===== src/rtl/apb_timer_pkg.sv =====
// Shared register map for the APB timer: byte offsets, CTRL field positions
// and the STATUS flag position, used by the slave and its testbench.
package apb_timer_pkg;

    localparam logic [3:0] OFFSET_CTRL   = 4'h0;
    localparam logic [3:0] OFFSET_LOAD   = 4'h4;
    localparam logic [3:0] OFFSET_VALUE  = 4'h8;
    localparam logic [3:0] OFFSET_STATUS = 4'hC;

    localparam int CTRL_EN_BIT     = 0;
    localparam int CTRL_RELOAD_BIT = 1;
    localparam int CTRL_IE_BIT     = 2;
    localparam int CTRL_PRESC_LSB  = 8;

    localparam int STATUS_FLAG_BIT = 0;

    typedef enum logic [1:0] {
        REG_CTRL   = OFFSET_CTRL[3:2],
        REG_LOAD   = OFFSET_LOAD[3:2],
        REG_VALUE  = OFFSET_VALUE[3:2],
        REG_STATUS = OFFSET_STATUS[3:2]
    } reg_sel_e;

    function automatic reg_sel_e decode_reg(input logic [1:0] word_addr);
        return reg_sel_e'(word_addr);
    endfunction

endpackage


===== src/rtl/timer_prescaler.sv =====
// Free-running prescaler: counts 0..presc while enabled and pulses tick for
// one cycle on the wrap. A clear restarts the count and suppresses that tick.
module timer_prescaler
    import apb_timer_pkg::*;
#(
    parameter int PRESC_W = 8
) (
    input  logic               clk,
    input  logic               rst,
    input  logic               en,
    input  logic               clr,
    input  logic [PRESC_W-1:0] presc,
    output logic               tick
);

    logic [PRESC_W-1:0] count_q;
    logic [PRESC_W-1:0] count_d;

    assign tick = en & ~clr & (count_q == presc);

    always_comb begin
        count_d = count_q;
        if (clr || tick) begin
            count_d = '0;
        end else if (en) begin
            count_d = count_q + PRESC_W'(1);
        end
    end

    always_ff @(posedge clk or posedge rst) begin
        if (rst) begin
            count_q <= '0;
        end else begin
            count_q <= count_d;
        end
    end

endmodule


===== src/rtl/apb_timer_slave.sv =====
// Zero-wait-state APB down-counting timer with prescaler, optional auto-reload
// and a write-1-to-clear expiry flag driving a level interrupt.
module apb_timer_slave
    import apb_timer_pkg::*;
#(
    parameter int PRESC_W = 8
) (
    input  logic        HCLK,
    input  logic        HRESET,
    input  logic        PSEL,
    input  logic        PENABLE,
    input  logic        PWRITE,
    input  logic [31:0] PADDR,
    input  logic [31:0] PWDATA,
    output logic [31:0] PRDATA,
    output logic        IRQ
);

    logic               en_q, en_d;
    logic               reload_q, reload_d;
    logic               ie_q, ie_d;
    logic [PRESC_W-1:0] presc_q, presc_d;
    logic [31:0]        load_q, load_d;
    logic [31:0]        value_q, value_d;
    logic               flag_q, flag_d;

    reg_sel_e           addr_sel;
    logic               wr_strobe;
    logic               ctrl_wr;
    logic               load_wr;
    logic               status_wr;
    logic               presc_clr;
    logic               tick;
    logic               expiry;
    logic [31:0]        ctrl_rdata;
    logic               unused_addr_bits;

    assign addr_sel         = decode_reg(PADDR[3:2]);
    assign unused_addr_bits = ^{PADDR[31:4], PADDR[1:0]};

    assign wr_strobe = PSEL & PENABLE & PWRITE;
    assign ctrl_wr   = wr_strobe & (addr_sel == REG_CTRL);
    assign load_wr   = wr_strobe & (addr_sel == REG_LOAD);
    assign status_wr = wr_strobe & (addr_sel == REG_STATUS);

    // A fresh LOAD or stopping the timer restarts the prescale period from zero.
    assign presc_clr = load_wr | (ctrl_wr & ~PWDATA[CTRL_EN_BIT]);
    assign expiry    = tick & (value_q == 32'd0);

    timer_prescaler #(
        .PRESC_W (PRESC_W)
    ) u_prescaler (
        .clk   (HCLK),
        .rst   (HRESET),
        .en    (en_q),
        .clr   (presc_clr),
        .presc (presc_q),
        .tick  (tick)
    );

    always_comb begin
        en_d     = en_q;
        reload_d = reload_q;
        ie_d     = ie_q;
        presc_d  = presc_q;
        load_d   = load_q;
        value_d  = value_q;
        flag_d   = flag_q;

        if (tick) begin
            if (value_q != 32'd0) begin
                value_d = value_q - 32'd1;
            end else if (reload_q) begin
                value_d = load_q;
            end else begin
                en_d = 1'b0;
            end
        end

        if (ctrl_wr) begin
            en_d     = PWDATA[CTRL_EN_BIT];
            reload_d = PWDATA[CTRL_RELOAD_BIT];
            ie_d     = PWDATA[CTRL_IE_BIT];
            presc_d  = PWDATA[CTRL_PRESC_LSB +: PRESC_W];
        end

        if (load_wr) begin
            load_d  = PWDATA;
            value_d = PWDATA;
        end

        // Hardware expiry beats a simultaneous software clear.
        if (expiry) begin
            flag_d = 1'b1;
        end else if (status_wr && PWDATA[STATUS_FLAG_BIT]) begin
            flag_d = 1'b0;
        end
    end

    always_ff @(posedge HCLK or posedge HRESET) begin
        if (HRESET) begin
            en_q     <= 1'b0;
            reload_q <= 1'b0;
            ie_q     <= 1'b0;
            presc_q  <= '0;
            load_q   <= 32'd0;
            value_q  <= 32'd0;
            flag_q   <= 1'b0;
        end else begin
            en_q     <= en_d;
            reload_q <= reload_d;
            ie_q     <= ie_d;
            presc_q  <= presc_d;
            load_q   <= load_d;
            value_q  <= value_d;
            flag_q   <= flag_d;
        end
    end

    always_comb begin
        ctrl_rdata                                  = 32'd0;
        ctrl_rdata[CTRL_EN_BIT]                     = en_q;
        ctrl_rdata[CTRL_RELOAD_BIT]                 = reload_q;
        ctrl_rdata[CTRL_IE_BIT]                     = ie_q;
        ctrl_rdata[CTRL_PRESC_LSB +: PRESC_W]       = presc_q;
    end

    always_comb begin
        PRDATA = 32'd0;
        if (PSEL && !PWRITE) begin
            case (addr_sel)
                REG_CTRL:   PRDATA = ctrl_rdata;
                REG_LOAD:   PRDATA = load_q;
                REG_VALUE:  PRDATA = value_q;
                REG_STATUS: PRDATA[STATUS_FLAG_BIT] = flag_q;
            endcase
        end
    end

    assign IRQ = flag_q & ie_q;

endmodule


===== config.mk =====
export PLATFORM = sky130hd
export DESIGN_NAME = apb_timer_slave
export DESIGN_NICKNAME = d
export VERILOG_FILES = /design/src/rtl/apb_timer_pkg.sv /design/src/rtl/timer_prescaler.sv /design/src/rtl/apb_timer_slave.sv
export SDC_FILE = /design/constraint.sdc
export NUM_CORES = 1
export LEC_CHECK = 0
export BUFFER_PORTS_ARGS = -buffer_cell sky130_fd_sc_hd__buf_2
export CAP_MARGIN = 20
export CORE_UTILIZATION = 51
export DETAILED_ROUTE_END_ITERATION = 6
export GPL_ROUTABILITY_DRIVEN = 0
export PLACE_DENSITY = 0.89
export SLEW_MARGIN = 20
export SYNTH_ARGS = -nofsm -noshare
export SYNTH_HDL_FRONTEND = slang
export SYNTH_HIERARCHICAL = 1
export SYNTH_SLANG_ARGS = --single-unit

===== constraint.sdc =====
create_clock -name HCLK -period 2.4 [get_ports HCLK]
set_input_delay 0.12 -clock HCLK [delete_from_list [all_inputs] [get_ports HCLK]]
set_output_delay 0.12 -clock HCLK [all_outputs]
set_load 0.01 [all_outputs]

Word level (Yosys, flattened, before mapping):

Index checks and enable logic that the tools add are counted.

* mux-type cells: 15
* bitwise logic cells: 13
* $add $sub $neg: 2
* reduce and logical (&&, ||, !) cells: 14
* eq/ne operators: 6

Operators by type and width (number)
* $mux W32: 5
* $pmux W31 S3: 1
* $logic_not A32 Y1: 1
* $reduce_bool A32 Y1: 1
* $sub A32 B1 Y32 const B: 1
* $mux W8: 2
* $and A1 B1 Y1: 10
* $add A8 B1 Y8 const B: 1
* $eq A8 B8 Y1: 1
* $reduce_bool A2 Y1: 4
* $mux W1: 6
* $eq A2 B2 Y1 const B: 2
* $pmux W1 S4: 1
* $reduce_and A3 Y1: 1
* $reduce_bool A3 Y1: 1
* $eq A2 B1 Y1 const B: 1
* $logic_and A1 B1 Y1: 2
* $logic_not A2 Y1: 1
* $ne A2 B1 Y1 const B: 1
* $ne A2 B2 Y1 const B: 1
* $not A1 Y1: 2
* $reduce_and A2 Y1: 1
* $logic_not A1 Y1: 1
* $logic_or A1 B1 Y1: 1
* $or A1 B1 Y1: 1

* input bits: 69
* register bits: 84
* output and inout port bits: 33

Depth between registers and ports, before layout:

Gate-level depths: netlist of the first run.

* word-level depth: 10
* gate-level depth with buffers: 13
* gate-level depth less buffers: 9

By module:

Netlist of the first run, hierarchy kept.

By module, submodules not included
* apb_timer_slave: area an instance 4655.7 um2, cells each 571, instances 1
* timer_prescaler: area an instance 505.5 um2, cells each 49, instances 1

Worst setup path before layout of the first run:

No wires, ideal clock.

* kind: input to register
* start: input PADDR[2]
* end: register value_q[15]
* setup time: 0.121 ns
* path slack: -0.494 ns
* required time: 2.279 ns
* arrival time: 2.773 ns
* stages on the path: 13
* cell sequence: clkbuf_1 nor2b_1 nand4_1 clkbuf_1 clkbuf_1 o21ai_0 buf_6 nand3b_1 nor3_4 o32a_1 buf_6 o21ai_0 a22o_1

* cells in the longest elaborated chain, start to end: 9
* elaborated cells on any way between the ends: 13
* classes of those cells: 1 x eq/ne; 1 x mux; 7 x bitwise; 4 x reduce/logical

Ends and longest elaborated chain
* start, declared: line apb_timer_slave.sv:13 `input logic [31:0] PADDR,`
* $logic_not A2 Y1: line apb_timer_slave.sv:42 `assign ctrl_wr = wr_strobe & (addr_sel == REG_CTRL);`
* $and A1 B1 Y1: line apb_timer_slave.sv:42
* $and A1 B1 Y1: line apb_timer_slave.sv:47 `assign presc_clr = load_wr | (ctrl_wr & ~PWDATA[CTRL_EN_BIT]);`
* $or A1 B1 Y1 (*): line apb_timer_slave.sv:47
* named net presc_clr: line apb_timer_slave.sv:32 `logic presc_clr;`
* $not A1 Y1 (*): line timer_prescaler.sv:19 `assign tick = en & ~clr & (count_q == presc);`
* $and A1 B1 Y1 (*) (2 in a row): line timer_prescaler.sv:19
* named net tick: line apb_timer_slave.sv:33 `logic tick;`
* $reduce_bool A2 Y1 (no line) (*)
* $reduce_and A2 Y1 (no line) (*)
* end signal, assigned: line apb_timer_slave.sv:115 `value_q <= value_d;`
* end, declared: line apb_timer_slave.sv:24 `logic [31:0] value_q, value_d;`

The timed path passes the listed nets; every way through them passes the cells marked *.
A chain may end at the register's enable or synchronous reset.

Final worst setup path of the first run:

* start: register value_q[0]
* end: register value_q[10]

* cells in the longest elaborated chain, start to end: 4
* elaborated cells on any way between the ends: 7
* classes of those cells: 1 x add/sub; 3 x mux; 3 x reduce/logical

Ends and longest elaborated chain
* $sub A32 B1 Y32 or $reduce_bool A32 Y1 (tied branches): line apb_timer_slave.sv:72, apb_timer_slave.sv:71
* $mux W32: line apb_timer_slave.sv:71 `if (value_q != 32'd0) begin`
* $mux W32: line apb_timer_slave.sv:70 `if (tick) begin`
* $mux W32: line apb_timer_slave.sv:87 `if (load_wr) begin`

Parallel ways exist; a longest one is shown, timed or not. The select of a mux whose other input is x is not followed.

==> flow_summary.toml, run 1 <==
[finish]
layout_common_cells = "nand2_1 (112), dfrtp_1 (84), buf_4 (73)"
post-route-util_pct = 72.75
ff_latch_area_sq_um = 2102
finalNonFillerCells = 908
final_common_cell = "nand2_1"
multiInputGateArea_sq_um = 3147
fillCellCount = 624
antenna_cells = 0
num-nets-final = 842
drive_gt1_share_pct = 33.68
area_delta_synth_final_pct = 37.77

[die]
die_y_um = 102.6
fp.dieW_um = 102.6
fp.dieArea_sq_um = 10530
rows = 36
start_util_pct = 52.80
ioPinCount = 102
core_area_sq_um = 9774

[routing]
drc_errors = 44
wl_um = 23910
drt_iter0_drc = 1342
drtPass1Iterations = 7
ant_nets = 0
wl_per_cell_um = 26.33
vias = 6582
post_drt_via_cell_ratio = 7.249

[run_status]
violations = "design-rule violations, negative hold slack, negative setup slack"
outcome = "finished, violations left"

[placement]
port_buffers = 71
dpl.hpwl_um = 11290
place_inst = 845

[critical_path]
crit_fanout = 10
crit_path_start_kind = "flop"
ff2ff_path_depth = 8
startpoint = "value_q[0]"
required_ns = 2.62
crit_type = "reg2reg"
cp_data_arrival_time_ns = 3.23
r2r-start = "value_q[0]"
crit_path_end_kind = "flop"
rrSetupSlack_ns = -0.61

[power_and_ir_drop]
irDropWorstVdd_mv = 0.4702
leakage_nw = 3.234
p_per_area_nw_per_um2 = 828.9

[clock_tree]
cts_tree = "yes"
cts_root_buffer = "clkbuf_8"
numCtsBuffers = 9
clock_path_buffers = 2
clock_sinks = 84
clk_latency_ns = 0.38
clkSlewWorstSetupHoldPaths_ns = 0.09
h-tree-depth = 3

[timing]
hold_slack_ns = -0.005557
period_share_pct = 125.4
fmax_mhz = 332.3
tightestPinTransition_ns = 0.6354
fin_skew_ns = 0.01521
rsz0062_at_grt = "yes"
final.setup.worst_slack_ns = -0.6093
final_max_slew_viol_count = 0
finalSetupViolCount = 33
slew_headroom_pct = 57.58
period_minus_slack_ns = 3.009
timing_hold_violations_final = 1

[global_routing]
grtUsageTotal_pct = 37.59
grt_first_pass_wirelength_um = 30040
grt_overflow = 0
grt_start_max_net_pins = 35
antenna_found_initial = 1
grt_pass1_vias = 5796

[synthesis]
synthFlopType = "dfrtp_1"
syn_area_per_cell_sq_um = 8.325
synth_edf_count = 0
synthArstFlopShare_pct = 100.0
yosys.area.top_type_share_pct = 40.73
synth_cell_types = 63
synth_area_sq_um = 5161
syn_inst = 620
yosys_register_bits = 84
synth_warnings = 6
synth_area_leaders = "dfrtp_1 (41%), nand2_1 (8.3%), nor2_1 (4.7%)"
syn_nets = 692
synth_area_leader_cell = "dfrtp_1"
seq_area_frac_synth_pct = 40.73

[job]
drv_cap = 0

[hold_path]
min_path_type = "in2reg"
hp-start = "PWDATA[20]"
holdPathStages = 3
[repair_timing]
action	4_1_cts	5_1_grt
pin swaps	9	14
hold endpoints to repair	48	1
gates resized for setup	22	77
setup endpoints to repair	17	33
gates cloned	1	2
hold buffers	20	1
buffers inserted	9	14
[registers in the layout (all words and copies together), names as in the netlist]
| signal | cells |
|---|---|
| reload_q | 1 |
| u_prescaler/count_q | 8 |
| presc_q | 8 |
| value_q | 32 |
| ie_q | 1 |
| en_q | 1 |
| flag_q | 1 |
| load_q | 32 |
[area by class of cell]
| class | instances | area share (%) |
|---|---|---|
| multi-input combinational | 476 | 44.25 |
| sequential | 84 | 29.56 |
| timing repair buffer | 184 | 19.87 |
| tap | 133 | 2.340 |
| clock buffer | 11 | 1.988 |
| clock inverter | 5 | 1.197 |
| inverter | 15 | 0.7918 |
[power breakdown]
group          leakage, nW  switching, mW  internal (mW)  total [mW]
Combinational         2.08           1.38           1.04        2.42
Clock                0.110          0.577          0.619        1.20
Sequential            1.05          0.523           1.76        2.28
Total                 3.23           2.48           3.42        5.89
[critical path, cell delays in order, from the launching register on]
cell and delay (ns):
dfrtp_1 0.43, inv_2 0.17, ha_4 0.19, or3b_4 0.47, nor4_4 0.35, nand2_2 0.17, o32a_4 0.45, buf_16 0.19
a21oi_1 0.44
[per-stage QoR]
stage | setup TNS (ns) | total power [mW] | hold WS (ns) | setup WS, ns | instance area (sq um)
global route | -11.61 | 6.037 | -0.006477 | -0.7659 | 7111
CTS | -0.06707 | 5.134 | 0.00003283 | -0.03452 | 6615
floorplan | 0 | 3.233 | -0.06434 | 0.01539 | 5195
detailed placement | -0.1850 | 3.873 | 0.09942 | -0.06013 | 6010
finish | -10.71 | 5.894 | -0.005557 | -0.6093 | 7111
global placement | 0 | 3.757 | 0.08663 | 0.01220 | 6010
[Yosys cell counts, types with 11 or more instances]
cell / count
nor2_1: 65
a21oi_1: 37
dfrtp_1: 84
a22oi_1: 23
nor3_1: 25
mux2_2: 11
inv_1: 15
nand2_1: 114
o21ai_0: 22
xnor2_1: 18
nand3_1: 18
mux2i_1: 12
nand4_1: 14
a31oi_1: 11
nor4_1: 12
clkbuf_1: 32
[path summary, 6_finish.rpt]
check,to
worst max-delay path,value_q[10]
worst min-delay path,load_q[20]
worst max register to register,value_q[10]
worst min register to register,load_q[16]
max in group asynchronous,load_q[15]
min in group asynchronous,u_prescaler/count_q[7]
[layer usage]
layer | vias up | routed length (um) | global-route usage, %
met3 | 307 | 3773 | 12.14
met1 | 2960 | 7684 | 46.87
met5 | - | 115 | 0
met4 | 6 | 2577 | 20.33
li1 | 2535 | - | -
met2 | 774 | 9759 | 58.05
[logic make-up (layout without fill, tap and decap cells)]
| group | count (synthesis) | after routing | share of synthesized area (%) |
|---|---|---|---|
| AOI/OAI and AO/OA | 142 | 142 | 18.28 |
| xor gates and xnor gates | 22 | 22 | 3.733 |
| adders and majority gates | 3 | 3 | 0.7274 |
| buffers and inverters | 60 | 215 | 5.139 |
| DFF | 84 | 84 | 40.73 |
| muxes | 24 | 24 | 5.164 |
| and+or+nand+nor | 285 | 285 | 26.23 |
(Power assumes the default switching activity.)
==> run 2, diff against run 1 <==
Settings changed: CORE_UTILIZATION 51 to 50, PLACE_DENSITY 0.89 to 0.87.
==> run 2 against run 1 <==
Clock skew fell by 0.0026 ns; global-route usage fell by 5.2 points; sequential cell count did not move; the run still ends with design-rule violations, negative hold slack, negative setup slack left; final area fell by 4.8%; hold slack improved by 0.0054 ns; clock power barely moved; final cell count fell by 1.4%; total power fell by 8.8%.
==> flow_summary.toml, run 2 (same netlist as run 1, synthesis figures left out) <==
[finish]
stdcell_area_sq_um = 6769
num-nets-final = 829
area_delta_synth_final_pct = 31.15
antenna_cells = 0
reg.largest.list = "load_q (32), value_q (32)"
final_common_cell = "nand2_1"
layout_common_cells = "nand2_1 (111), dfrtp_1 (84), buf_2 (72)"
drive_gt1_share_pct = 29.92

[hold_path]
min_path_type = "in2reg"

[clock_tree]
cts_root_buffer = "clkbuf_8"
clk_latency_ns = 0.37
h-tree-depth = 3
cts_tree = "yes"
clock_path_buffers = 2
clock_sinks = 84
clkSlewWorstSetupHoldPaths_ns = 0.08
numCtsBuffers = 9

[die]
die_y_um = 103.6
core_area_sq_um = 9910
fp.dieArea_sq_um = 10730
start_util_pct = 52.08
ioPinCount = 102
fp.dieW_um = 103.6
rows = 36

[timing]
fmax_mhz = 392.7
tightestPinTransition_ns = 0.6989
finalSetupViolCount = 28
period_minus_slack_ns = 2.547
slew_headroom_pct = 52.98
timing_hold_violations_final = 1
fin_skew_ns = 0.01265
rsz0062_at_grt = "yes"
period_share_pct = 106.1
final.setup.worst_slack_ns = -0.1467
final_max_slew_viol_count = 0
hold_slack_ns = -0.0001220

[critical_path]
max_stage_delay_ns = 0.42
cp_cell_sequence = "inv_2 -> ha_4 -> or3b_4 -> nor4_4 -> nand2_2 -> o32a_1 -> buf_12 -> buf_8 -> a22o_1"
cp_data_arrival_time_ns = 2.80
critical-path-slowest-cell = "o32a_1"
crit_type = "reg2reg"
crit_path_end_kind = "flop"
crit_fanout = 6
required_ns = 2.65
crit_path_start_kind = "flop"

[run_status]
violations = "design-rule violations, negative hold slack, negative setup slack"
outcome = "finished, violations left"

[routing]
wl_per_cell_um = 20.36
drtPass1Iterations = 7
ant_nets = 0
post_drt_via_cell_ratio = 6.655
drt_iter0_drc = 960
drc_errors = 21
vias = 5956
wl_um = 18230

[power_and_ir_drop]
p_int_mw = 3.335
leakage_nw = 3.078
p_sw_mw = 2.042
irDropWorstVdd_mv = 0.4197
seq_power_share_pct = 41.0
p_comb_share_pct = 36.9
p_clk_share_pct = 22.0
p_sw_share_pct = 37.98
p_per_area_nw_per_um2 = 794.4

[global_routing]
grt_pass1_vias = 5592
grt_first_pass_wirelength_um = 28050
grt_overflow = 0
grtUsageTotal_pct = 32.39
grt_start_max_net_pins = 77
antenna_found_initial = 0

[placement]
place_area_sq_um = 5995
port_buffers = 71
dpl.hpwl_um = 11120

[job]
drv_cap = 0
[run 2: cell types whose count changed in the layout (fill, tap and decap cells not counted), moves of 4 or more]
cell     delta
buf_4       -6
a31oi_1     +4
nor2_4      -4
nor3_1      +4
[run 2: path summary, 6_finish.rpt]
| path | start | endpoint | slack, ns | cells after the start |
|---|---|---|---|---|
| worst max-delay path | value_q[1] | value_q[18] | -0.15 | 9 |
| worst min-delay path | PWDATA[14] | load_q[14] | -0.0001 | 3 |
| worst max register to register | value_q[1] | value_q[18] | -0.15 | 9 |
| worst min register to register | load_q[17] | load_q[17] | 0.51 | 2 |
| max in group asynchronous | HRESET | value_q[20] | 1.69 | 4 |
| min in group asynchronous | HRESET | u_prescaler/count_q[3] | 0.26 | 3 |
[run 2: timing repair]
item | CTS | global route
setup buffers | 9 | 6
pin swaps | 10 | 18
setup endpoints to repair | 18 | 33
gates resized for setup | 19 | 45
cloned | 1 | 0
hold buffers | 19 | 1
endpoints found under the hold margin | 102 | 1
[run 2: area by class of cell]
class | count | area (sq um)
Clock buffer | 11 | 151.4
Timing Repair Buffer | 171 | 1227
Sequential cell | 84 | 2102
Fill cell | 702 | 3141
Tap cell | 133 | 166.4
Multi-Input combinational cell | 476 | 2982
Inverter | 15 | 56.30
Clock inverter | 5 | 83.83
[run 2: metrics by stage]
step           setup TNS, ns  cells  total power, mW  util (%)  setup slack [ns]
4_1_cts             -0.06377    888            5.152     66.25          -0.02497
2_1_floorplan              0    620            3.233         -           0.01539
6_report              -2.600    895            5.377     68.31           -0.1467
3_3_place_gp       -0.002031    843            3.760     60.49         -0.002031
3_5_place_dp         -0.2554    843            3.886     60.49          -0.07923
5_1_grt               -4.681    895            5.611     68.31           -0.2082
[run 2: power groups by stage]
stage               clock network (mW)  logic [mW]  registers, mW
finish                            1.18        1.99           2.21
global route                      1.25        2.12           2.23
CTS                               1.18        1.82           2.16
detailed placement                   0        1.71           2.17
global placement                     0        1.62           2.14
floorplan                            0        1.19           2.05
[run 2: routing by layer]
| layer | share of wire [%] | up-vias | track usage [%] |
|---|---|---|---|
| met5 | 0 | - | 0 |
| li1 | - | 2499 | - |
| met3 | 12 | 146 | 6.419 |
| met4 | 5.5 | 0 | 15.53 |
| met1 | 36 | 2761 | 41.65 |
| met2 | 46 | 550 | 52.35 |
[run 2: critical path: cells and delay by family (launching register included)]
kind / cells / cell delay [ns]
AND/OR/NAND/NOR: 3 / 0.90
AO/OA/AOI/OAI: 2 / 0.61
flip-flops: 1 / 0.41
buffers and inverters: 3 / 0.40
adder cells (fa/ha/maj): 1 / 0.13
